===== src/rtl/traffic_pkg.sv =====
// Shared definitions for the junction safety monitor: lamp aspect encodings,
// latched fault codes, the monitor FSM state type and a fault priority helper.
package traffic_pkg;

  // Aspect encoding {red, yellow, green}
  localparam logic [2:0] LT_RED = 3'b100;
  localparam logic [2:0] LT_YEL = 3'b010;
  localparam logic [2:0] LT_GRN = 3'b001;
  localparam logic [2:0] LT_OFF = 3'b000;

  // Fault causes; a lower value has higher priority
  localparam logic [2:0] FC_NONE      = 3'd0;
  localparam logic [2:0] FC_ENCODING  = 3'd1;
  localparam logic [2:0] FC_CONFLICT  = 3'd2;
  localparam logic [2:0] FC_SKIP_YEL  = 3'd3;
  localparam logic [2:0] FC_SHORT_YEL = 3'd4;
  localparam logic [2:0] FC_ILL_TRANS = 3'd5;

  typedef enum logic [1:0] {
    ST_INIT  = 2'd0,
    ST_RUN   = 2'd1,
    ST_FAULT = 2'd2
  } state_t;

  // Merge two fault codes keeping the higher-priority (lowest non-zero) one
  function automatic logic [2:0] code_pick(input logic [2:0] a, input logic [2:0] b);
    if (a == FC_NONE) return b;
    if (b == FC_NONE) return a;
    return (b < a) ? b : a;
  endfunction

endpackage


===== src/rtl/aspect_tracker.sv =====
// Per-direction aspect checker: remembers the previous aspect and the length
// of the current yellow run, and flags encoding/sequencing faults.
// Ports:
//   clk, rst        junction clock, async active-low reset
//   i_light [2:0]   current controller aspect for this direction
//   o_code_c [2:0]  combinational fault code for this direction (0 = none)
module aspect_tracker
  import traffic_pkg::*;
#(
  parameter int unsigned YEL_MIN = 3
) (
  input  logic       clk,
  input  logic       rst,
  input  logic [2:0] i_light,
  output logic [2:0] o_code_c
);

  localparam int unsigned CW = $clog2(YEL_MIN + 1);

  logic [2:0]    r_prev;
  logic [CW-1:0] r_ycnt;
  logic          w_onehot;

  // Previous aspect and yellow run length; the run counts the current Y sample
  always_ff @(posedge clk or negedge rst) begin
    if (!rst) begin
      r_prev <= LT_RED;
      r_ycnt <= CW'(YEL_MIN);
    end else begin
      r_prev <= i_light;
      if (i_light == LT_YEL) begin
        if (r_prev != LT_YEL) begin
          r_ycnt <= CW'(1);
        end else if (r_ycnt != CW'(YEL_MIN)) begin
          r_ycnt <= r_ycnt + CW'(1);
        end
      end
    end
  end

  assign w_onehot = (i_light == LT_RED) || (i_light == LT_YEL) || (i_light == LT_GRN);

  // Local checks in priority order
  always_comb begin
    o_code_c = FC_NONE;
    if (!w_onehot) begin
      o_code_c = FC_ENCODING;
    end else if ((r_prev == LT_GRN) && (i_light == LT_RED)) begin
      o_code_c = FC_SKIP_YEL;
    end else if ((r_prev == LT_YEL) && (i_light == LT_RED) && (r_ycnt < CW'(YEL_MIN))) begin
      o_code_c = FC_SHORT_YEL;
    end else if (((r_prev == LT_RED) && (i_light == LT_YEL)) ||
                 ((r_prev == LT_YEL) && (i_light == LT_GRN))) begin
      o_code_c = FC_ILL_TRANS;
    end
  end

endmodule


===== src/rtl/traffic_conflict_monitor.sv =====
// Safety monitor between the traffic light controller and the lamp drivers.
// Passes legal aspects through with one cycle of latency; on the first
// violation latches a fault code and flashes all lamps red until cleared.
// Ports:
//   clk, rst                      junction clock, async active-low reset
//   light_M1/M2/MT/S [2:0]        controller aspects
//   fault_clr                     request to leave FAULT (needs all inputs red)
//   lamp_M1/M2/MT/S [2:0]         registered lamp drive
//   fault                         high while in FAULT
//   fault_code [2:0]              latched fault cause
module traffic_conflict_monitor
  import traffic_pkg::*;
#(
  parameter int unsigned YEL_MIN    = 3,
  parameter int unsigned STARTUP    = 4,
  parameter int unsigned FLASH_HALF = 1
) (
  input  logic       clk,
  input  logic       rst,
  input  logic [2:0] light_M1,
  input  logic [2:0] light_M2,
  input  logic [2:0] light_MT,
  input  logic [2:0] light_S,
  input  logic       fault_clr,
  output logic [2:0] lamp_M1,
  output logic [2:0] lamp_M2,
  output logic [2:0] lamp_MT,
  output logic [2:0] lamp_S,
  output logic       fault,
  output logic [2:0] fault_code
);

  localparam int unsigned NDIR = 4;
  localparam int unsigned SW   = $clog2(STARTUP + 1);
  localparam int unsigned FW   = $clog2(2 * FLASH_HALF + 1);

  // Direction index: 0 M1, 1 M2, 2 MT, 3 S
  logic [2:0]    w_light    [NDIR];
  logic [2:0]    w_dir_code [NDIR];
  logic [NDIR-1:0] w_nonred;
  logic          w_conflict;
  logic          w_all_red;
  logic [2:0]    w_viol;

  state_t        r_state, w_state_nxt;
  logic [SW-1:0] r_start, w_start_nxt;
  logic [FW-1:0] r_flash, w_flash_nxt;
  logic          r_fault, w_fault_nxt;
  logic [2:0]    r_code,  w_code_nxt;
  logic [2:0]    r_lamp     [NDIR];
  logic [2:0]    w_lamp_nxt [NDIR];

  assign w_light[0] = light_M1;
  assign w_light[1] = light_M2;
  assign w_light[2] = light_MT;
  assign w_light[3] = light_S;

  for (genvar g = 0; g < NDIR; g++) begin : g_trk
    aspect_tracker #(
      .YEL_MIN (YEL_MIN)
    ) u_trk (
      .clk      (clk),
      .rst      (rst),
      .i_light  (w_light[g]),
      .o_code_c (w_dir_code[g])
    );
    assign w_nonred[g] = (w_light[g] != LT_RED);
  end

  // S conflicts with every main direction; MT conflicts with M2; M1+M2 is legal
  assign w_conflict = (w_nonred[3] && (w_nonred[0] || w_nonred[1] || w_nonred[2])) ||
                      (w_nonred[2] && w_nonred[1]);
  assign w_all_red  = ~|w_nonred;

  // Priority select across conflict and all per-direction codes
  always_comb begin
    w_viol = w_conflict ? FC_CONFLICT : FC_NONE;
    for (int i = 0; i < int'(NDIR); i++) begin
      w_viol = code_pick(w_viol, w_dir_code[i]);
    end
  end

  // State register
  always_ff @(posedge clk or negedge rst) begin
    if (!rst) begin
      r_state <= ST_INIT;
      r_start <= '0;
      r_flash <= '0;
      r_fault <= 1'b0;
      r_code  <= FC_NONE;
      for (int i = 0; i < int'(NDIR); i++) begin
        r_lamp[i] <= LT_RED;
      end
    end else begin
      r_state <= w_state_nxt;
      r_start <= w_start_nxt;
      r_flash <= w_flash_nxt;
      r_fault <= w_fault_nxt;
      r_code  <= w_code_nxt;
      for (int i = 0; i < int'(NDIR); i++) begin
        r_lamp[i] <= w_lamp_nxt[i];
      end
    end
  end

  // Next state and registered output values
  always_comb begin
    w_state_nxt = r_state;
    w_start_nxt = r_start;
    w_flash_nxt = r_flash;
    w_fault_nxt = r_fault;
    w_code_nxt  = r_code;
    for (int i = 0; i < int'(NDIR); i++) begin
      w_lamp_nxt[i] = r_lamp[i];
    end

    unique case (r_state)
      ST_INIT: begin
        for (int i = 0; i < int'(NDIR); i++) begin
          w_lamp_nxt[i] = LT_RED;
        end
        if (r_start == SW'(STARTUP - 1)) begin
          w_state_nxt = ST_RUN;
          w_start_nxt = '0;
        end else begin
          w_start_nxt = r_start + SW'(1);
        end
      end

      ST_RUN: begin
        if (w_viol != FC_NONE) begin
          w_state_nxt = ST_FAULT;
          w_fault_nxt = 1'b1;
          w_code_nxt  = w_viol;
          w_flash_nxt = '0;
          for (int i = 0; i < int'(NDIR); i++) begin
            w_lamp_nxt[i] = LT_RED;
          end
        end else begin
          for (int i = 0; i < int'(NDIR); i++) begin
            w_lamp_nxt[i] = w_light[i];
          end
        end
      end

      ST_FAULT: begin
        if (fault_clr && w_all_red) begin
          w_state_nxt = ST_INIT;
          w_fault_nxt = 1'b0;
          w_code_nxt  = FC_NONE;
          w_start_nxt = '0;
          w_flash_nxt = '0;
          for (int i = 0; i < int'(NDIR); i++) begin
            w_lamp_nxt[i] = LT_RED;
          end
        end else begin
          // Flash counter spans one full on/off period; the first half is "on"
          if (r_flash == FW'(2 * FLASH_HALF - 1)) begin
            w_flash_nxt = '0;
          end else begin
            w_flash_nxt = r_flash + FW'(1);
          end
          for (int i = 0; i < int'(NDIR); i++) begin
            w_lamp_nxt[i] = (w_flash_nxt < FW'(FLASH_HALF)) ? LT_RED : LT_OFF;
          end
        end
      end

      default: begin
        w_state_nxt = ST_INIT;
        w_start_nxt = '0;
      end
    endcase
  end

  assign lamp_M1    = r_lamp[0];
  assign lamp_M2    = r_lamp[1];
  assign lamp_MT    = r_lamp[2];
  assign lamp_S     = r_lamp[3];
  assign fault      = r_fault;
  assign fault_code = r_code;

endmodule


===== config.mk =====
export PLATFORM = sky130hd
export DESIGN_NAME = traffic_conflict_monitor
export DESIGN_NICKNAME = d
export VERILOG_FILES = /design/src/rtl/traffic_pkg.sv /design/src/rtl/aspect_tracker.sv /design/src/rtl/traffic_conflict_monitor.sv
export SDC_FILE = /design/constraint.sdc
export NUM_CORES = 1
export LEC_CHECK = 0
export ABC_CLOCK_PERIOD_IN_PS = 9990
export CORE_MARGIN = 4
export CORE_UTILIZATION = 40
export DETAILED_ROUTE_END_ITERATION = 6
export GPL_ROUTABILITY_DRIVEN = 0
export GPL_TIMING_DRIVEN = 0
export PLACE_DENSITY = 0.59
export SYNTH_ARGS = -nofsm -noshare
export SYNTH_HDL_FRONTEND = slang
export SYNTH_SLANG_ARGS = --single-unit

===== constraint.sdc =====
create_clock -name clk -period 9.99 [get_ports clk]
set_clock_uncertainty 0.15 [all_clocks]
set_input_delay 2.4975 -clock clk [delete_from_list [all_inputs] [get_ports clk]]
set_output_delay 2.4975 -clock clk [all_outputs]
set_load 0.1 [all_outputs]

=== Yosys cells after proc, flatten, opt, wreduce, memory -nomap -nowiden ===
Index checks and enable logic that the tools add are counted.

* Flip-flop bits (word level): 43
* Input bits: 15
* Output and inout bits: 16

* Muxes and demuxes: 79
* Equality and inequality tests: 43
* Order comparisons: 9
* Add/sub/neg operators: 6
* Reduce and logical (&&, ||, !) cells: 64
* Bitwise logic cells: 1

{| class="wikitable"
|+ Operators with widths
! kind !! count
|-
| 2-to-1 mux 3 bit || 40
|-
| one-hot mux 12 bit (3 select lines) || 1
|-
| 2-to-1 mux 2 bit || 17
|-
| equality test 3 x 2 -> 1 bit, second input constant || 9
|-
| equality test 3 x 1 -> 1 bit, second input constant || 8
|-
| equality test 3 bit, second input constant || 8
|-
| logical NOT 3 bit || 8
|-
| 2-to-1 mux 12 bit || 2
|-
| logical AND 1 bit || 23
|-
| logical OR 1 bit || 15
|-
| 2-to-1 mux 1 bit || 14
|-
| inequality test 2 bit, second input constant || 7
|-
| inequality test 3 x 2 -> 1 bit, second input constant || 4
|-
| inequality test 3 bit, second input constant || 4
|-
| AND reduction 2 bit || 6
|-
| adder 2 x 1 -> 2 bit, second input constant || 5
|-
| nonzero test 2 bit || 5
|-
| < comparator 3 bit || 3
|-
| one-hot mux 3 bit (3 select lines) || 1
|-
| < comparator 2 bit, second input constant || 4
|-
| one-hot mux 2 bit (3 select lines) || 1
|-
| one-hot mux 3 bit (2 select lines) || 1
|-
| AND reduction 3 bit || 2
|-
| nonzero test 3 bit || 2
|-
| 11 further kinds || 12
|}

=== Longest topological paths before layout ===
* Depth in word-level cells: 30
* Gate-level depth with buffers: 28
* Depth with buffers taken out: 26

=== Modules after synthesis ===
From an unflattened synthesis, not the netlist that was laid out.

* Cells, all modules: 317
* Area, all modules: 3,041.7 µm²

{| class="wikitable"
|+ By module, submodules not included
! module !! area an instance (µm²) !! cells an instance !! instances !! seq. area each (µm²)
|-
| traffic_conflict_monitor || 1,840.5 || 205 || 1 || 555.5
|-
| aspect_tracker || 300.3 || 28 || 4 || 128.9
|}

=== Least setup slack after synthesis ===
No wires, ideal clock.

* Path type: input to register
* From: in light_MT[0]
* To: reg r_state[1]
* Stages: 26
* Path buffers: 1
* Arrival: 7.542 ns
* Library setup time: 0.128 ns
* Setup slack: 2.171 ns
* Cells stage by stage: clkbuf_1 > or3b_1 > maj3_2 > o21a_1 > a21oi_1 > ha_1 > a21oi_1 > nand2b_1 > o21ba_1 > or3_4 > and2_1 > ha_1 > a21o_1 > a21oi_1 > o21a_1 > nand2_1 > o21ai_1 > nor2_1 > ha_1 > nor2_1 > nor2_1 > nor3_1 > o32a_1 > mux2_4 > a311oi_1 > mux2_1

* Word-level cells in the longest chain between the ends: 24
* Elaborated cells on any way between the ends: 60
* Those cells by class: order compare (4); eq/ne (6); mux (28); reduce/logical (22)

{| class="wikitable"
|+ Ends and longest elaborated chain
! element !! RTL line !! text
|-
| from (decl) || traffic_conflict_monitor.sv:22 || <nowiki>input logic [2:0] light_MT,</nowiki>
|-
| inequality test 3 bit || traffic_conflict_monitor.sv:67 || <nowiki>assign w_nonred[g] = (w_light[g] != LT_RED);</nowiki>
|-
| logical OR 1 bit || traffic_conflict_monitor.sv:71 || <nowiki>assign w_conflict = (w_nonred[3] && (w_nonred[0] || w_nonred[1] || w_nonred[2])) ||</nowiki>
|-
| logical AND 1 bit || traffic_conflict_monitor.sv:71 ||
|-
| logical OR 1 bit || traffic_conflict_monitor.sv:71 ||
|-
| 2-to-1 mux 2 bit || traffic_conflict_monitor.sv:77 || <nowiki>w_viol = w_conflict ? FC_CONFLICT : FC_NONE;</nowiki>
|-
| < comparator 3 x 2 -> 1 bit || traffic_pkg.sv:29 || <nowiki>return (b < a) ? b : a;</nowiki>
|-
| 2-to-1 mux 3 bit (2 in series) || traffic_pkg.sv:29 ||
|-
| 2-to-1 mux 3 bit || traffic_pkg.sv:28 || <nowiki>if (b == FC_NONE) return a;</nowiki>
|-
| (+5 left out) || - ||
|-
| 2-to-1 mux 3 bit (2 in series) || traffic_pkg.sv:29 ||
|-
| 2-to-1 mux 3 bit || traffic_pkg.sv:28 ||
|-
| < comparator 3 bit || traffic_pkg.sv:29 ||
|-
| 2-to-1 mux 3 bit (2 in series) || traffic_pkg.sv:29 ||
|-
| 2-to-1 mux 3 bit || traffic_pkg.sv:28 ||
|-
| nonzero test 3 bit || traffic_conflict_monitor.sv:131 || <nowiki>if (w_viol != FC_NONE) begin</nowiki>
|-
| inequality test 2 bit (no source line) || - ||
|-
| AND reduction 3 bit (no source line) * || - ||
|-
| to (signal assigned) || traffic_conflict_monitor.sv:95 || <nowiki>r_state <= w_state_nxt;</nowiki>
|-
| to (decl) || traffic_conflict_monitor.sv:45 || <nowiki>state_t r_state, w_state_nxt;</nowiki>
|}

Every way passes the cells marked *; elsewhere a longest branch is shown, timed or not. The select of a mux whose other input is x is not followed.
A chain may end at the register's enable or synchronous reset.

=== Worst setup path after layout ===
* From: in light_S[2]
* To: reg r_code[2] (netlist: fault_code[2])

* Word-level cells in the longest chain between the ends: 23
* Elaborated cells on any way between the ends: 60
* Those cells by class: order compare (4); eq/ne (6); mux (30); reduce/logical (20)

{| class="wikitable"
|+ Ends and longest elaborated chain
! element !! RTL line !! text
|-
| from (decl) || traffic_conflict_monitor.sv:23 || <nowiki>input logic [2:0] light_S,</nowiki>
|-
| inequality test 3 bit || traffic_conflict_monitor.sv:67 ||
|-
| logical AND 1 bit || traffic_conflict_monitor.sv:71 ||
|-
| logical OR 1 bit || traffic_conflict_monitor.sv:71 ||
|-
| 2-to-1 mux 2 bit || traffic_conflict_monitor.sv:77 ||
|-
| < comparator 3 x 2 -> 1 bit || traffic_pkg.sv:29 ||
|-
| 2-to-1 mux 3 bit (2 in series) || traffic_pkg.sv:29 ||
|-
| 2-to-1 mux 3 bit || traffic_pkg.sv:28 ||
|-
| < comparator 3 bit || traffic_pkg.sv:29 ||
|-
| (+4 left out) || - ||
|-
| 2-to-1 mux 3 bit (2 in series) || traffic_pkg.sv:29 ||
|-
| 2-to-1 mux 3 bit || traffic_pkg.sv:28 ||
|-
| < comparator 3 bit || traffic_pkg.sv:29 ||
|-
| 2-to-1 mux 3 bit (2 in series) || traffic_pkg.sv:29 ||
|-
| 2-to-1 mux 3 bit || traffic_pkg.sv:28 ||
|-
| nonzero test 3 bit || traffic_conflict_monitor.sv:131 ||
|-
| inequality test 2 bit (no source line) || - ||
|-
| AND reduction 3 bit (no source line) || - ||
|-
| to (signal assigned) || traffic_conflict_monitor.sv:99 || <nowiki>r_code <= w_code_nxt;</nowiki>
|-
| to (decl) || traffic_conflict_monitor.sv:49 || <nowiki>logic [2:0] r_code, w_code_nxt;</nowiki>
|}

Several ways; a longest one is shown, not always the timed one. The select of a mux whose other input is x is not followed.

==> reports/qor.yml <==
crit_path_top_delay_cell: "nor3b_1"
core-area_sq_mm: 0.00691
dr.pass1.iters: 4
synth_most_common_cell: "dfrtp_1"
crit_path_max_fanout: 9
die_area_sq_mm: 0.00869
synth_top_family_by_area: "compound AO/OA/AOI/OAI gates"
clock_latency_ns: 0.30
post_dp_cell_area_sq_mm: 0.00334
syn_nets: 329
drv_slew: 0
synthAdderAreaFrac_pct: 7.71
rr_worst_depth: 21
synth-compound-area-share_pct: 24.6
cts_max_level: 2
synthTopCellsByArea: "dfrtp_1 22%, dfstp_2 14%, ha_1 7.3%, nor3b_1 4.7%, nor2_1 3.0%"
io_pins: 31
fin_crit_sh_pct: 86.4
die_h_microns: 93.2
rr_startpoint: "g_trk[1].u_trk.r_prev[2]$_DFF_PN1_"
whs_endpoint: "g_trk[2].u_trk.r_ycnt[0]$_DFFE_PN1P_"
final_cell_area_sq_mm: 0.00343
final-seq-area_sq_mm: 0.00107
synth-simple-area-share_pct: 23.3
drtIter0Drc: 66
synth_edf_count: 0
ys_seq_elements: 42
crit_family: "compound AO/OA/AOI/OAI gates"
ctsLongestPathBuffers: 2
cap_violations: 0
yosysWarnings: 0
rsz0062_at_grt: "no"
start_util_pct: 42.0
post_cts.repair.setup_buffers: 0
pwr-share-seq_pct: 33.5
crit_type: "primary input to register"
end_kind: "register"
crit_arrival_ns: 8.64
drc: 0
syn_to_final_growth_pct: 18.3
cts-hold-fix-buffers: 0
swShare_pct: 44.2
viasPerCell: 5.52
cp.required_ns: 10.00
start_kind: "primary input"
ir_worst_vdd_v: 0.000152
hold_viol: 0
async_flop_share_pct: 100
dp_hpwl_microns: 4960
setup_violations: 0
drive_above_1_share_pct: 13.4
met1_length_microns: 3330
placement.io_buffers: 30
num_rows: 30
reg2reg_slack_ns: 3.98
p_switching_uw: 297
clk_pin_slew_ns: 0.08
nFillCells: 685
yosys-top-cells-count: "26 x dfrtp_1, 23 x nor2_1, 18 x inv_1, 18 x nor3b_1, 17 x ha_1"
hold_depth: 1
grt_pass1_vias: 2268
grt.overflow.total: 0
dr_wl_met2_microns: 2930
min_period_ns: 8.63
synth_area_sq_mm: 0.00290
worst_pin_slew_ns: 0.978
clock-sinks: 42
track_usage_pct: 15.8
route.met3.wl_microns: 166
powerDensity_mw_per_mm2: 196
drt-wirelength-per-cell_microns: 15.1
grt_pass1_wl_microns: 11200
yosysSeqAreaShare_pct: 36.9
synthMuxAreaShare_pct: 2.97
hp-class: "register to register"
yosys.area.top_type: "dfrtp_1"
r2r-end: "fault_code[2]$_DFFE_PN0P_"
ys_types: 61
synth_flop_cell: "dfrtp_1"
cpMostUsedCell: "a21oi_1"
grt_max_degree: 35
pwr-share-clk_pct: 17.8
clock-root-buffer: "clkbuf_8"
post_cts_resized: 0
critPathMaxStageDelay_ns: 0.70
hold_start: "g_trk[2].u_trk.r_ycnt[0]$_DFFE_PN1P_"
p_int_uw: 375
cellLeakagePower_uw: 0.00137
outcome: "completed"
combPwrFrac_pct: 48.8
path_cells: "clkdlybuf4s50_1 -> nor3b_1 -> o211ai_1 -> a21o_1 -> ha_1 -> a21oi_1 -> a21oi_1 -> o22ai_1 -> ha_1 -> a21o_1 -> a21oi_1 -> o21a_1 -> a211oi_1 -> nor2_1 -> ha_1 -> a21oi_1 -> nor2b_1 -> and3_1 -> o32a_1 -> mux2_4 -> a311oi_1 -> o22ai_1"
syn_inst: 297
slew_headroom_pct: 34.6
multi_input_area_sq_mm: 0.00173
setup_tns_ns: 0
cts_buffers: 5
num_antenna_cells: 0
die_w_microns: 93.2
drtAntennaViolNets: 0
routed_wirelength_microns: 6510
avgSynthCellArea_sq_um: 9.78
synth-xor-area-share_pct: 0.905
synth.top_cell.area_share_pct: 22.4
fmax_mhz: 116
antenna_found_initial: 0
cts_tree: "done"
top_layer: "met4"
nNetsFinal: 367
vias: 2385
critPathBufInv: 1
[power groups by stage]
stage	logic (uW)	clock network, uW	registers [uW]
after floorplan	170	0	308
after global routing	363	133	229
after CTS	330	124	225
after global placement	326	0	228
final	328	119	225
after detailed placement	329	0	228
[layout by cell type (no fill, tap or decap), types with 4 or more instances in the layout]
master,synthesis,final
clkdlybuf4s50_1,0,29
dfrtp_1,26,26
nor2_1,23,23
nor3b_1,18,18
inv_1,18,18
ha_1,17,17
dfstp_2,16,16
nand2_1,14,14
a21oi_1,13,13
o21ai_0,13,13
o22ai_1,8,8
o21a_1,8,8
a32o_1,8,8
and2_1,6,6
nor4bb_1,6,6
nor3_1,6,6
mux2i_1,6,6
clkbuf_8,0,6
or3b_1,5,5
a21o_1,5,5
o21ai_1,5,5
buf_2,3,4
clkbuf_1,3,4
nand3b_1,4,4
nand3_1,4,4
nand2b_1,4,4
a211oi_1,4,4
a22o_1,4,4
a311oi_1,4,4
[worst max-delay path by stage]
stage	slack (ns)	startpoint	cells after the start	endpoint
3_5_place_dp	1.11	light_S[2]	26	fault_code[2]$_DFFE_PN0P_
2_1_floorplan	2.17	light_MT[0]	26	r_state[1]$_DFFE_PN0P_
3_3_place_gp	1.10	light_S[2]	25	fault_code[2]$_DFFE_PN0P_
5_1_grt	0.88	light_S[2]	23	fault_code[2]$_DFFE_PN0P_
4_1_cts	1.38	light_S[2]	25	fault_code[2]$_DFFE_PN0P_
6_report	1.36	light_S[2]	22	fault_code[2]$_DFFE_PN0P_
[metrics by stage]
| stage | hold WS, ns | std cells | util [%] | power (uW) | setup WS [ns] |
|---|---|---|---|---|---|
| 3_5_place_dp | 0.323 | 424 | 48.4 | 557 | 1.11 |
| 5_1_grt | 0.351 | 432 | 49.7 | 725 | 0.876 |
| 3_3_place_gp | 0.319 | 423 | 48.1 | 553 | 1.10 |
| 4_1_cts | 0.341 | 432 | 49.7 | 680 | 1.38 |
| 2_1_floorplan | 0.299 | 297 | - | 478 | 2.17 |
| 6_report | 0.337 | 432 | 49.7 | 672 | 1.36 |
[kinds of logic (layout without fill, tap and decap cells)]
kind of cell | Yosys count | in the layout
buffers and inverters | 25 | 64
AOI/OAI and AO/OA | 92 | 92
adders and majority gates | 18 | 18
DFF | 42 | 42
and+or+nand+nor | 109 | 109
muxes | 8 | 8
xor gates and xnor gates | 3 | 3
[routing by layer]
metal | up-vias | track usage (%)
li1 | 1191 | -
met2 | 29 | 24.9
met4 | 0 | 4.15
met1 | 1159 | 22.5
met5 | - | 0
met3 | 6 | 2.49
[sequential cells by signal, indices dropped and copies added, names as in the netlist, 3 cells and up]
name,flops
g_trk.u_trk.r_prev,12
r_start,3
lamp_S,3
g_trk.u_trk.r_ycnt,8
lamp_M2,3
lamp_MT,3
lamp_M1,3
fault_code,3
[area by class of cell]
| class | instances | share of cell area, % |
|---|---|---|
| inverter | 18 | 1.97 |
| buffer | 7 | 1.09 |
| multi-input combinational | 230 | 50.3 |
| tap | 96 | 3.50 |
| sequential | 42 | 31.2 |
| clock buffer | 7 | 2.51 |
| clock inverter | 1 | 0.255 |
| timing repair buffer | 31 | 9.18 |
No activity file was read; power rests on OpenSTA's default activity.
